--- config.mk ---
export PLATFORM = sky130hd
export DESIGN_NAME = wf_btn_conditioner
export DESIGN_NICKNAME = d
export VERILOG_FILES = /design/src/rtl/wf_pkg.sv /design/src/rtl/wf_btn_channel.sv /design/src/rtl/wf_btn_conditioner.sv
export SDC_FILE = /design/constraint.sdc
export NUM_CORES = 1
export LEC_CHECK = 0
export ABC_AREA = 1
export CAP_MARGIN = 15
export CORE_AREA = 2 2 124 126
export DETAILED_ROUTE_END_ITERATION = 16
export DIE_AREA = 0 0 126 128
export PLACE_DENSITY = 0.72
export SYNTH_ARGS = -nofsm -noshare
export SYNTH_HDL_FRONTEND = slang
export SYNTH_HIERARCHICAL = 1
export SYNTH_SLANG_ARGS = --single-unit
--- constraint.sdc ---
create_clock -name i_clk -period 2.1 [get_ports i_clk]
set_clock_uncertainty 0.05 [all_clocks]
set_input_delay 0.21 -clock i_clk [delete_from_list [all_inputs] [get_ports i_clk]]
set_output_delay 0.21 -clock i_clk [all_outputs]
set_load 0.01 [all_outputs]
--- src/rtl/wf_pkg.sv ---
// -----------------------------------------------------------------------------
// wf_pkg
// Shared definitions for the button conditioner:
//   - state encoding of the per-channel debounce FSM
//   - default timing constants for the 100 MHz board clock
//   - helper that sizes the per-channel counter
// -----------------------------------------------------------------------------
package wf_pkg;

  // State encoding
  localparam logic [2:0] S_IDLE         = 3'd0;
  localparam logic [2:0] S_PRESS_WAIT   = 3'd1;
  localparam logic [2:0] S_HELD         = 3'd2;
  localparam logic [2:0] S_REPEAT       = 3'd3;
  localparam logic [2:0] S_RELEASE_WAIT = 3'd4;

  typedef enum logic [2:0] {
    ST_IDLE         = S_IDLE,
    ST_PRESS_WAIT   = S_PRESS_WAIT,
    ST_HELD         = S_HELD,
    ST_REPEAT       = S_REPEAT,
    ST_RELEASE_WAIT = S_RELEASE_WAIT
  } btn_state_e;

  // Default timing at 100 MHz: 2.5 ms debounce, 250 ms first repeat,
  // 50 ms repeat period.
  localparam int unsigned DEF_DEBOUNCE_CYCLES = 250_000;
  localparam int unsigned DEF_REPEAT_DELAY    = 25_000_000;
  localparam int unsigned DEF_REPEAT_PERIOD   = 5_000_000;

  // Counter width large enough to hold (largest count - 1); never below 1.
  function automatic int unsigned cnt_width(input int unsigned a,
                                            input int unsigned b,
                                            input int unsigned c);
    int unsigned m;
    int unsigned w;
    m = a;
    if (b > m) m = b;
    if (c > m) m = c;
    w = $clog2(m);
    if (w < 1) w = 1;
    return w;
  endfunction

endpackage

--- src/rtl/wf_btn_channel.sv ---
// -----------------------------------------------------------------------------
// wf_btn_channel
// One button channel: 2-flop synchronizer, debounce / auto-repeat FSM with a
// single shared counter, and registered pulse / level outputs.
//
// Ports:
//   i_clk      system clock
//   i_rst      asynchronous active-high reset
//   i_btn_raw  raw, bouncy, asynchronous button input
//   o_pulse    one-cycle pulse per accepted press and per repeat event
//   o_level    debounced level (1 in HELD, REPEAT, RELEASE_WAIT)
// -----------------------------------------------------------------------------
module wf_btn_channel
  import wf_pkg::*;
#(
  parameter int unsigned DEBOUNCE_CYCLES = DEF_DEBOUNCE_CYCLES,
  parameter int unsigned REPEAT_EN       = 1,
  parameter int unsigned REPEAT_DELAY    = DEF_REPEAT_DELAY,
  parameter int unsigned REPEAT_PERIOD   = DEF_REPEAT_PERIOD
) (
  input  logic i_clk,
  input  logic i_rst,
  input  logic i_btn_raw,
  output logic o_pulse,
  output logic o_level
);

  localparam int unsigned CNT_W = cnt_width(DEBOUNCE_CYCLES, REPEAT_DELAY, REPEAT_PERIOD);

  localparam logic [CNT_W-1:0] DB_LAST  = CNT_W'(DEBOUNCE_CYCLES - 1);
  localparam logic [CNT_W-1:0] RD_LAST  = CNT_W'(REPEAT_DELAY - 1);
  localparam logic [CNT_W-1:0] RP_LAST  = CNT_W'(REPEAT_PERIOD - 1);
  localparam logic [CNT_W-1:0] CNT_SAT  = {CNT_W{1'b1}};
  localparam bit               RPT_ON   = (REPEAT_EN != 0);

  logic [1:0]       r_sync;
  btn_state_e       r_state;
  logic [CNT_W-1:0] r_cnt;
  logic             r_pulse;
  logic             r_level;

  btn_state_e       w_state_next;
  logic [CNT_W-1:0] w_cnt_next;
  logic             w_pulse_next;
  logic             w_level_next;
  logic             w_s;

  assign w_s = r_sync[1];

  always_ff @(posedge i_clk or posedge i_rst) begin
    if (i_rst) begin
      r_sync  <= 2'b00;
      r_state <= ST_IDLE;
      r_cnt   <= '0;
      r_pulse <= 1'b0;
      r_level <= 1'b0;
    end else begin
      r_sync  <= {r_sync[0], i_btn_raw};
      r_state <= w_state_next;
      r_cnt   <= w_cnt_next;
      r_pulse <= w_pulse_next;
      r_level <= w_level_next;
    end
  end

  always_comb begin
    w_state_next = r_state;
    w_cnt_next   = r_cnt;
    w_pulse_next = 1'b0;

    case (r_state)
      ST_IDLE: begin
        if (w_s) begin
          w_state_next = ST_PRESS_WAIT;
          w_cnt_next   = '0;
        end
      end

      ST_PRESS_WAIT: begin
        if (!w_s) begin
          // Bounce before the press was confirmed: drop it silently.
          w_state_next = ST_IDLE;
          w_cnt_next   = '0;
        end else if (r_cnt == DB_LAST) begin
          w_state_next = ST_HELD;
          w_cnt_next   = '0;
          w_pulse_next = 1'b1;
        end else begin
          w_cnt_next = r_cnt + 1'b1;
        end
      end

      ST_HELD: begin
        if (!w_s) begin
          w_state_next = ST_RELEASE_WAIT;
          w_cnt_next   = '0;
        end else if (RPT_ON && (r_cnt == RD_LAST)) begin
          w_state_next = ST_REPEAT;
          w_cnt_next   = '0;
          w_pulse_next = 1'b1;
        end else if (r_cnt != CNT_SAT) begin
          // Saturate so a long hold without repeat never wraps.
          w_cnt_next = r_cnt + 1'b1;
        end
      end

      ST_REPEAT: begin
        if (!w_s) begin
          w_state_next = ST_RELEASE_WAIT;
          w_cnt_next   = '0;
        end else if (r_cnt == RP_LAST) begin
          w_cnt_next   = '0;
          w_pulse_next = 1'b1;
        end else begin
          w_cnt_next = r_cnt + 1'b1;
        end
      end

      ST_RELEASE_WAIT: begin
        if (w_s) begin
          // Release bounce: still held, restart the hold timing, no pulse.
          w_state_next = ST_HELD;
          w_cnt_next   = '0;
        end else if (r_cnt == DB_LAST) begin
          w_state_next = ST_IDLE;
          w_cnt_next   = '0;
        end else begin
          w_cnt_next = r_cnt + 1'b1;
        end
      end

      default: begin
        w_state_next = ST_IDLE;
        w_cnt_next   = '0;
      end
    endcase
  end

  // Level is registered from the next state so it rises with the press pulse.
  assign w_level_next = (w_state_next == ST_HELD) ||
                        (w_state_next == ST_REPEAT) ||
                        (w_state_next == ST_RELEASE_WAIT);

  assign o_pulse = r_pulse;
  assign o_level = r_level;

endmodule

--- src/rtl/wf_btn_conditioner.sv ---
// -----------------------------------------------------------------------------
// wf_btn_conditioner
// Conditions NUM_BTNS raw push-buttons: each is synchronized, debounced and
// turned into single-cycle press pulses (plus optional auto-repeat pulses).
// Channels are fully independent; priority is resolved downstream.
//
// Ports:
//   i_clk        system clock
//   i_rst        asynchronous active-high reset
//   i_btn_raw    raw button inputs, one bit per channel
//   o_btn_pulse  one-cycle press / repeat pulses (bit i drives btn(i+1))
//   o_btn_level  debounced held level per channel
// -----------------------------------------------------------------------------
module wf_btn_conditioner
  import wf_pkg::*;
#(
  parameter int unsigned NUM_BTNS        = 3,
  parameter int unsigned DEBOUNCE_CYCLES = DEF_DEBOUNCE_CYCLES,
  parameter int unsigned REPEAT_EN       = 1,
  parameter int unsigned REPEAT_DELAY    = DEF_REPEAT_DELAY,
  parameter int unsigned REPEAT_PERIOD   = DEF_REPEAT_PERIOD
) (
  input  logic                i_clk,
  input  logic                i_rst,
  input  logic [NUM_BTNS-1:0] i_btn_raw,
  output logic [NUM_BTNS-1:0] o_btn_pulse,
  output logic [NUM_BTNS-1:0] o_btn_level
);

  generate
    for (genvar gi = 0; gi < NUM_BTNS; gi++) begin : g_chan
      wf_btn_channel #(
        .DEBOUNCE_CYCLES (DEBOUNCE_CYCLES),
        .REPEAT_EN       (REPEAT_EN),
        .REPEAT_DELAY    (REPEAT_DELAY),
        .REPEAT_PERIOD   (REPEAT_PERIOD)
      ) u_chan (
        .i_clk     (i_clk),
        .i_rst     (i_rst),
        .i_btn_raw (i_btn_raw[gi]),
        .o_pulse   (o_btn_pulse[gi]),
        .o_level   (o_btn_level[gi])
      );
    end
  endgenerate

endmodule

# Word level (Yosys, flattened, before mapping)
# Index checks and enable logic that the tools add are counted.
op_classes:
  add_sub_neg: 3
  eq_ne: 39
  muxes: 78
  n_reduce_logical: 12
op_table:
  columns: ["operator", "count"]
  rows:
  - ["$mux 25", 27]
  - ["$pmux 25 s5", 3]
  - ["$add 25x1->25 const B", 3]
  - ["$eq 25x18->1 const B", 3]
  - ["$eq 25x23->1 const B", 3]
  - ["$eq 25x25->1 const B", 3]
  - ["$ne 25x25->1 const B", 3]
  - ["$mux 3", 24]
  - ["$pmux 3 s5", 3]
  - ["$eq 3x2->1 const B", 12]
  - ["$eq 3x3->1 const B", 6]
  - ["$mux 1", 18]
  - ["$ne 4x4->1 const B", 3]
  - ["$eq 3x1->1 const B", 3]
  - ["$logic_not 3->1", 3]
  - ["$pmux 1 s3", 3]
  - ["$logic_or 1x1->1", 6]
  - ["$ne 2x1->1 const B", 3]
  - ["$reduce_and 2->1", 3]
word_totals:
  ff_bits: 96
  elab_cells: 147

# Logic depth before layout (Yosys ltp)
# Gate-level depths: netlist of run 1.
depth:
  word_depth: 7
  depth_mapped: 14

# Modules after synthesis
# The synthesis of run 1 kept the hierarchy.
by_module_without_submodules:
  columns: ["module", "instances", "cells_per_inst", "area_each_um2", "seq_area_each_um2"]
  rows:
  - ["wf_btn_channel at g_chan[0].u_chan ...", 2, 421, 2680.1, 800.8]
  - ["wf_btn_channel at g_chan[2].u_chan", 1, 424, 2610.0, 800.8]

# Worst setup path before layout of run 1
# Ideal clock, no wire load.
synth_timing:
  path_type: "register to register"
  startpoint: "reg g_chan[2].u_chan.r_cnt[0]"
  endpoint: "reg g_chan[2].u_chan.r_cnt[15]"
  setup_ns: 0.117
  arrival_ns: 1.712
  t_required_ns: 1.933
  path_slack_ns: 0.220
  path_stages_with_launch: 14
  path_cell_list: "dfrtp_1 -> ha_1 -> nand2_2 -> nor2_8 -> nand2_2 -> nor2_4 -> nand2_2 -> nand2_4 -> nor2_2 -> nor2_4 -> buf_6 -> nand2_2 -> o21ai_1 -> nor2_1"
synth_between:
  elab_chain_cells: 5
  elab_cells_between_ends: 16
  classes_between: "1 x add/sub; 5 x eq/ne; 9 x mux; 1 x reduce/logical"
synth_lines:
  columns: ["item", "line", "rtl"]
  rows:
  - ["from (decl)", "wf_btn_channel.sv:38", "logic [CNT_W-1:0] r_cnt;"]
  - ["from (signal assigned)", "wf_btn_channel.sv:60", "r_cnt <= w_cnt_next;"]
  - ["$add 25x1->25", null, null]
  - ["$mux 25", "wf_btn_channel.sv:101", "end else if (r_cnt != CNT_SAT) begin"]
  - ["$mux 25", "wf_btn_channel.sv:97", "end else if (RPT_ON && (r_cnt == RD_LAST)) begin"]
  - ["$mux 25", "wf_btn_channel.sv:94", "if (!w_s) begin"]
  - ["$pmux 25 s5", "wf_btn_channel.sv:71", "case (r_state)"]
# Parallel ways exist; a longest one is shown, timed or not. The select of a mux whose other input is x is not followed.
# A chain may end at the register's enable or synchronous reset.

# Final worst setup path of run 1
layout_timing:
  startpoint: "reg g_chan[2].u_chan.r_cnt[0]"
  endpoint: "reg g_chan[2].u_chan.r_cnt[3]"
# The elaborated chain is that of the path after synthesis.

==> results of run 1 <==
-- synthesized netlist by cell type, types with 4 or more instances --
cell type | n | area (um^2)
a21oi_1 | 34 | 170
buf_2 | 5 | 25.0
buf_4 | 5 | 37.5
buf_6 | 6 | 67.6
dfrtp_1 | 96 | 2400
inv_1 | 159 | 597
inv_2 | 7 | 26.3
nand2_1 | 318 | 1190
nand2_2 | 28 | 175
nand2_4 | 7 | 78.8
nand3_1 | 152 | 761
nand3_2 | 7 | 70.1
nand3b_1 | 4 | 30.0
nand4_1 | 50 | 313
nor2_1 | 234 | 878
nor2_2 | 25 | 156
nor2_4 | 13 | 146
nor2_8 | 7 | 140
nor3_1 | 31 | 155
o21ai_0 | 29 | 145
o21ai_1 | 6 | 30.0
o21bai_1 | 5 | 37.5
-- worst max-delay path, stage by stage, from the launching register on --
cell,delay [ps]
dfrtp_1,360
ha_2,190
nand2_2,100
nor2_8,200
nand2_2,120
nor2_4,110
nand2_2,80
nand2_4,90
nor2_4,40
nor2_4,130
nand3_2,170
inv_2,190
nor2_1,80
-- through the flow --
stage,std cells,utilization,setup WS (ps)
2_1_floorplan,1266,-,220
3_3_place_gp,1526,0.592,26.2
3_5_place_dp,1526,0.592,7.11
4_1_cts,1542,0.614,70.7
5_1_grt,1564,0.638,-50.6
6_report,1564,0.638,70.6
-- cell type report --
cell class,count,area (um^2)
fill,1388,5380
multi-input combinational,976,4870
sequential,96,2410
timing repair buffer,117,1010
inverter,171,652
tap,188,235
clock buffer,10,229
clock inverter,6,83.8
-- cells by family after synthesis --
kind of cell / count (synthesis) / synth area share
AND/OR/NAND/NOR: 887 / 0.530
buffers and inverters: 195 / 0.104
flip-flops: 96 / 0.301
AO/OA/AOI/OAI: 82 / 0.0560
XOR/XNOR: 3 / 0.00330
adder cells (fa/ha/maj): 3 / 0.00471
-- flip-flops by register name, indices dropped and copies added, names as in the netlist --
| signal | count |
|---|---|
| g_chan.u_chan/o_level | 3 |
| g_chan.u_chan/o_pulse | 3 |
| g_chan.u_chan/r_state | 9 |
| g_chan.u_chan/r_sync | 6 |
| g_chan.u_chan/r_cnt | 75 |
-- worst paths after layout --
path | slack [ps] | cells past startpoint | end | startpoint
max in group asynchronous | 1290 | 3 | g_chan[0].u_chan/r_cnt[11] | i_rst
min reg2reg | 310 | 0 | g_chan[0].u_chan/r_sync[1] | g_chan[0].u_chan/r_sync[0]
max | 70 | 12 | g_chan[2].u_chan/r_cnt[3] | g_chan[2].u_chan/r_cnt[0]
max reg2reg | 70 | 12 | g_chan[2].u_chan/r_cnt[3] | g_chan[2].u_chan/r_cnt[0]
min | 230 | 1 | g_chan[0].u_chan/r_sync[0] | i_btn_raw[0]
min in group asynchronous | 330 | 3 | g_chan[1].u_chan/r_cnt[10] | i_rst
-- where the power goes --
part           internal, uW  leakage (uW)  total, uW  switching (uW)
clock network           954      0.000152       1750             798
registers              1870       0.00131       1890            24.8
logic                   190       0.00318        516             326
total                  3010       0.00464       4160            1150
-- per-layer routing --
metal / vias to the layer above / share of wire
met5: - / 0
met2: 346 / 0.46
met4: 0 / 0.020
met1: 4007 / 0.45
met3: 43 / 0.069
li1: 4269 / -
-- placed cells by master (no fill, tap or decap), drive strengths merged --
cell type	netlist	layout
dfrtp	96	96
nand3	161	161
bufinv	0	1
inv	168	171
nand3b	4	4
clkinv	3	5
nand4	52	52
o211ai	3	3
clkdlybuf4s50	0	10
o21bai	5	5
nor3b	1	1
nand2	353	354
clkbuf	3	13
nor4	2	2
ha	3	3
o22ai	1	1
or2	2	2
o221ai	2	2
xor2	3	3
nor2	279	279
a21oi	34	34
nor3	33	33
buf	21	104
o21ai	37	37
-- timing repair --
| action | CTS | global route |
|---|---|---|
| gates cloned | 0 | 4 |
| pin swaps | 0 | 13 |
| setup endpoints to repair | 3 | 59 |
| gates resized for setup | 1 | 47 |
| buffers inserted | 0 | 18 |
| hold buffers | 0 | 0 |
| hold endpoints to repair | 0 | 0 |
==> impl_metrics.ini, run 1 <==
[status]
status = finished, final reports clean

[synth]
synth_seq_cells = 96
ys_seq_area_frac = 0.301
async_flop_share = 1.00
syn-num-nets = 1274
syn-cell-area_um2 = 7970
synth_warnings = 6
synth.avg_cell_area_um2 = 6.30
synth_edf_count = 0
synthFlopType = dfrtp_1
synth.distinct_cells = 39
synthCells = 1266

[min_path]
worstHoldPathType = input port to register

[placed_design]
io_buffers = 10
place_hpwl_mm = 17.6
dpl_cell_area_um2 = 8810
routabilityCongestion = 0.975

[clock_tree]
cts_tree = done
numCtsBuffers = 9
cts-root-buf = clkbuf_16
clkTransAtPathRegs_ps = 70
cts-htree-levels = 3
max-clock-path-buffers = 2
insertion_delay_ps = 360
cts.sinks = 96

[floorplan]
dieArea_um2 = 16100
core_area_um2 = 14900
fp.dieH_um = 128
die_w_um = 126
num_rows = 45
initial_utilization = 0.536
io-pin-count = 11

[grt]
grt_pass1_vias = 7742
grt-ovfl-total = 0
grt_use_met3 = 0.0530
met1_usage = 0.407
grt_max_degree = 33
grt_pass1_wl_mm = 37.9
groute.usage.overall = 0.289
grt_busiest_layer = met2
use_met2 = 0.458
antenna_found_initial = 0

[sta]
fin_crit_ps = 2030
fin_crit_sh = 0.966
finalSetupViolations = 0
report.final.hold_viol_count = 0
relSlewSlack = 0.674
fin_setup_tns_ps = 0
worst_pin_slew_ps = 486
slew_violations = 0
max_freq_mhz = 493
rsz0062_at_grt = true
holdWs_ps = 230

[finish]
finalInstanceArea_um2 = 9490
n_antenna_cell = 0
area_delta_synth_final_pct = 19.0
fin_nets = 1379
drive_gt1_frac = 0.188

[drt]
drt_iter0_markers = 863
drt_wl_total_mm = 23.5
ant_nets = 0
dr.pass1.iters = 5
post_drt_wl_per_cell_um = 15.0
via_per_inst = 5.54
drcViolationCount = 0
vias = 8665

[power]
power.density_nw_per_um2 = 439
leakagePower_uw = 0.00464
finalPower_uw = 4160
ir_worst_vdd_mv = 0.375

[worst_setup_path]
worstPathRequired_ps = 2290
cp.arrival_ps = 2220
critPathKind = register to register
critPathCaptureType = register
critPathMaxFanout = 8
crit_path_start_kind = register

[job]
drv_cap = 0
Power figures use the tool's default switching activity.
==> inputs of run 2 (changes only) <==
MAX_ROUTING_LAYER = met4   (was not set)
==> run 2 against run 1 <==
  * Via count decreased by 0.55%
  * Core utilization increased by 0.68 points
  * Setup slack improved by 3.4 ps
  * Final area increased by 1.1%
==> impl_metrics.ini, run 2 (synthesized netlist as in run 1, its figures left out) <==
[power]
ir_worst_vdd_mv = 0.419
p_int_uw = 3010
power.density_nw_per_um2 = 428
pwr-share-seq = 0.461
p_comb_frac = 0.130
leakagePower_uw = 0.00470
clkPwrFrac = 0.409
netSwitchingFraction = 0.266
switching_power_uw = 1090

[worst_setup_path]
crit_buf_inv = 1
critical_path.top_delay_family = simple AND/OR/NAND/NOR gates
cp_common_cell = nand2_4
worstReg2RegStart = g_chan[1].u_chan/r_cnt[1]
critPathMaxFanout = 8
cp.arrival_ps = 2250
timing.rr.end = g_chan[1].u_chan/r_cnt[4]
crit_path_start_kind = register
cp_slowest_stage_delay_ps = 350
path_cells = ha_2 > nand2_4 > nor2_8 > nand2_4 > nor2_4 > nand2_2 > nand2_4 > nor2_4 > nor2_8 > clkbuf_16 > nand2_1 > a21oi_1
cp_slowest_cell = dfrtp_1
worst-r2r-cell-count = 12
worstPathRequired_ps = 2320
critPathKind = register to register
reg2reg_setup_slack_ps = 70
critPathCaptureType = register

[floorplan]
core_area_um2 = 14900
initial_utilization = 0.536
dieArea_um2 = 16100
fp.dieH_um = 128
io-pin-count = 11
die_w_um = 126
num_rows = 45

[finish]
final_common_cell = nand2_1
drive_gt1_frac = 0.187
fin_nets = 1381
final_cell_mix = nand2_1 (311), nor2_1 (228), inv_1 (158), nand3_1 (150), buf_4 (96)
top_regs = g_chan.u_chan/r_cnt (75), g_chan.u_chan/r_state (9), g_chan.u_chan/r_sync (6)
regMostFlops = g_chan.u_chan/r_cnt
n_antenna_cell = 0
area_delta_synth_final_pct = 20.3
num-fill-cells = 1378
finalInstanceArea_um2 = 9590
largest_reg_flops = 75

[min_path]
min_from = i_btn_raw[2]
whs_endpoint = g_chan[2].u_chan/r_sync[0]
worstHoldPathType = input port to register
hold_depth = 1

[drt]
via_per_inst = 5.50
dr.pass1.iters = 6
drt_iter0_markers = 870
drt_wl_total_mm = 23.2
drcViolationCount = 0
ant_nets = 0
vias = 8617
post_drt_wl_per_cell_um = 14.8

[grt]
grt-ovfl-total = 0
grt_max_degree = 33
grt_pass1_vias = 7656
grt_pass1_wl_mm = 37.7
antenna_found_initial = 0
groute.usage.overall = 0.295

[sta]
fin_crit_ps = 2030
max_freq_mhz = 494
fin_setup_tns_ps = 0
fin_crit_sh = 0.965
slew_violations = 0
finalSetupViolations = 0
rsz0062_at_grt = true
report.final.hold_viol_count = 0
worst_pin_slew_ps = 488
relSlewSlack = 0.672

[status]
status = finished, final reports clean

[placed_design]
routabilityCongestion = 0.972
dpl_cell_area_um2 = 8820
io_buffers = 10
place_hpwl_mm = 17.6

[clock_tree]
cts-htree-levels = 3
insertion_delay_ps = 350
numCtsBuffers = 9
max-clock-path-buffers = 2
cts_tree = done
cts.sinks = 96
holdBufCountCts = 0
cts-root-buf = clkbuf_16
clkTransAtPathRegs_ps = 70

[job]
drv_cap = 0
-- run 2: final cells by class --
cell class                      instances  area, um^2  share of cell area
Sequential cell                        96        2410               0.251
Tap cell                              188         235              0.0245
Clock buffer                           13         280              0.0292
Clock inverter                          3        23.8             0.00248
Timing Repair Buffer                  118        1050               0.109
Multi-Input combinational cell        977        4940               0.515
Inverter                              171         652              0.0680
-- run 2: worst max path at each step --
| stage | cells after the start | slack, ps | end | from |
|---|---|---|---|---|
| 6_report | 12 | 70 | g_chan[1].u_chan/r_cnt[4] | g_chan[1].u_chan/r_cnt[1] |
| 5_1_grt | 14 | -30 | g_chan[0].u_chan/r_cnt[5] | g_chan[0].u_chan/r_cnt[6] |
| 4_1_cts | 13 | 3 | g_chan[1].u_chan/r_cnt[14] | g_chan[1].u_chan/r_cnt[1] |
| 3_5_place_dp | 11 | 20 | g_chan[1].u_chan/r_cnt[2] | g_chan[1].u_chan/r_cnt[1] |
| 3_3_place_gp | 13 | 9 | g_chan[1].u_chan/r_cnt[14] | g_chan[1].u_chan/r_cnt[1] |
| 2_1_floorplan | 13 | 220 | g_chan[2].u_chan/r_cnt[15] | g_chan[2].u_chan/r_cnt[0] |
-- run 2: repair_timing --
item | 4_1_cts | 5_1_grt
endpoints found under the setup margin | 0 | 59
setup buffers | 0 | 16
gates resized for setup | 0 | 52
-- run 2: worst reg2reg max path: cells and delay by family (launching register included) --
family / cells / cell delay [ps]
AO/OA/AOI/OAI: 1 / 160
adder cells (fa/ha/maj): 1 / 220
buffers and inverters: 1 / 190
flip-flops: 1 / 350
AND/OR/NAND/NOR: 9 / 980
-- run 2: per-stage QoR --
step	instances	hold slack, ps	worst slack (ps)	power (uW)	utilization
6_report	1566	246	74.0	4100	0.645
5_1_grt	1566	243	-27.0	4290	0.645
3_5_place_dp	1528	291	20.8	2370	0.593
4_1_cts	1544	240	2.73	4070	0.614
3_3_place_gp	1528	285	9.30	2370	0.593
2_1_floorplan	1266	191	220	2220	-
-- run 2: power groups by stage --
stage / clock (uW) / sequential, uW / combinational, uW
2_1_floorplan: 0 / 1920 / 297
3_3_place_gp: 0 / 1930 / 441
3_5_place_dp: 0 / 1930 / 442
4_1_cts: 1730 / 1890 / 443
5_1_grt: 1810 / 1890 / 583
6_report: 1680 / 1890 / 534
-- run 2: per-layer routing --
layer	GRT usage	up-vias	share of wire
met3	0.0430	47	0.069
met1	0.415	3955	0.46
met5	-	-	0
li1	-	4272	-
met4	0.0840	0	0.022
met2	0.446	343	0.45
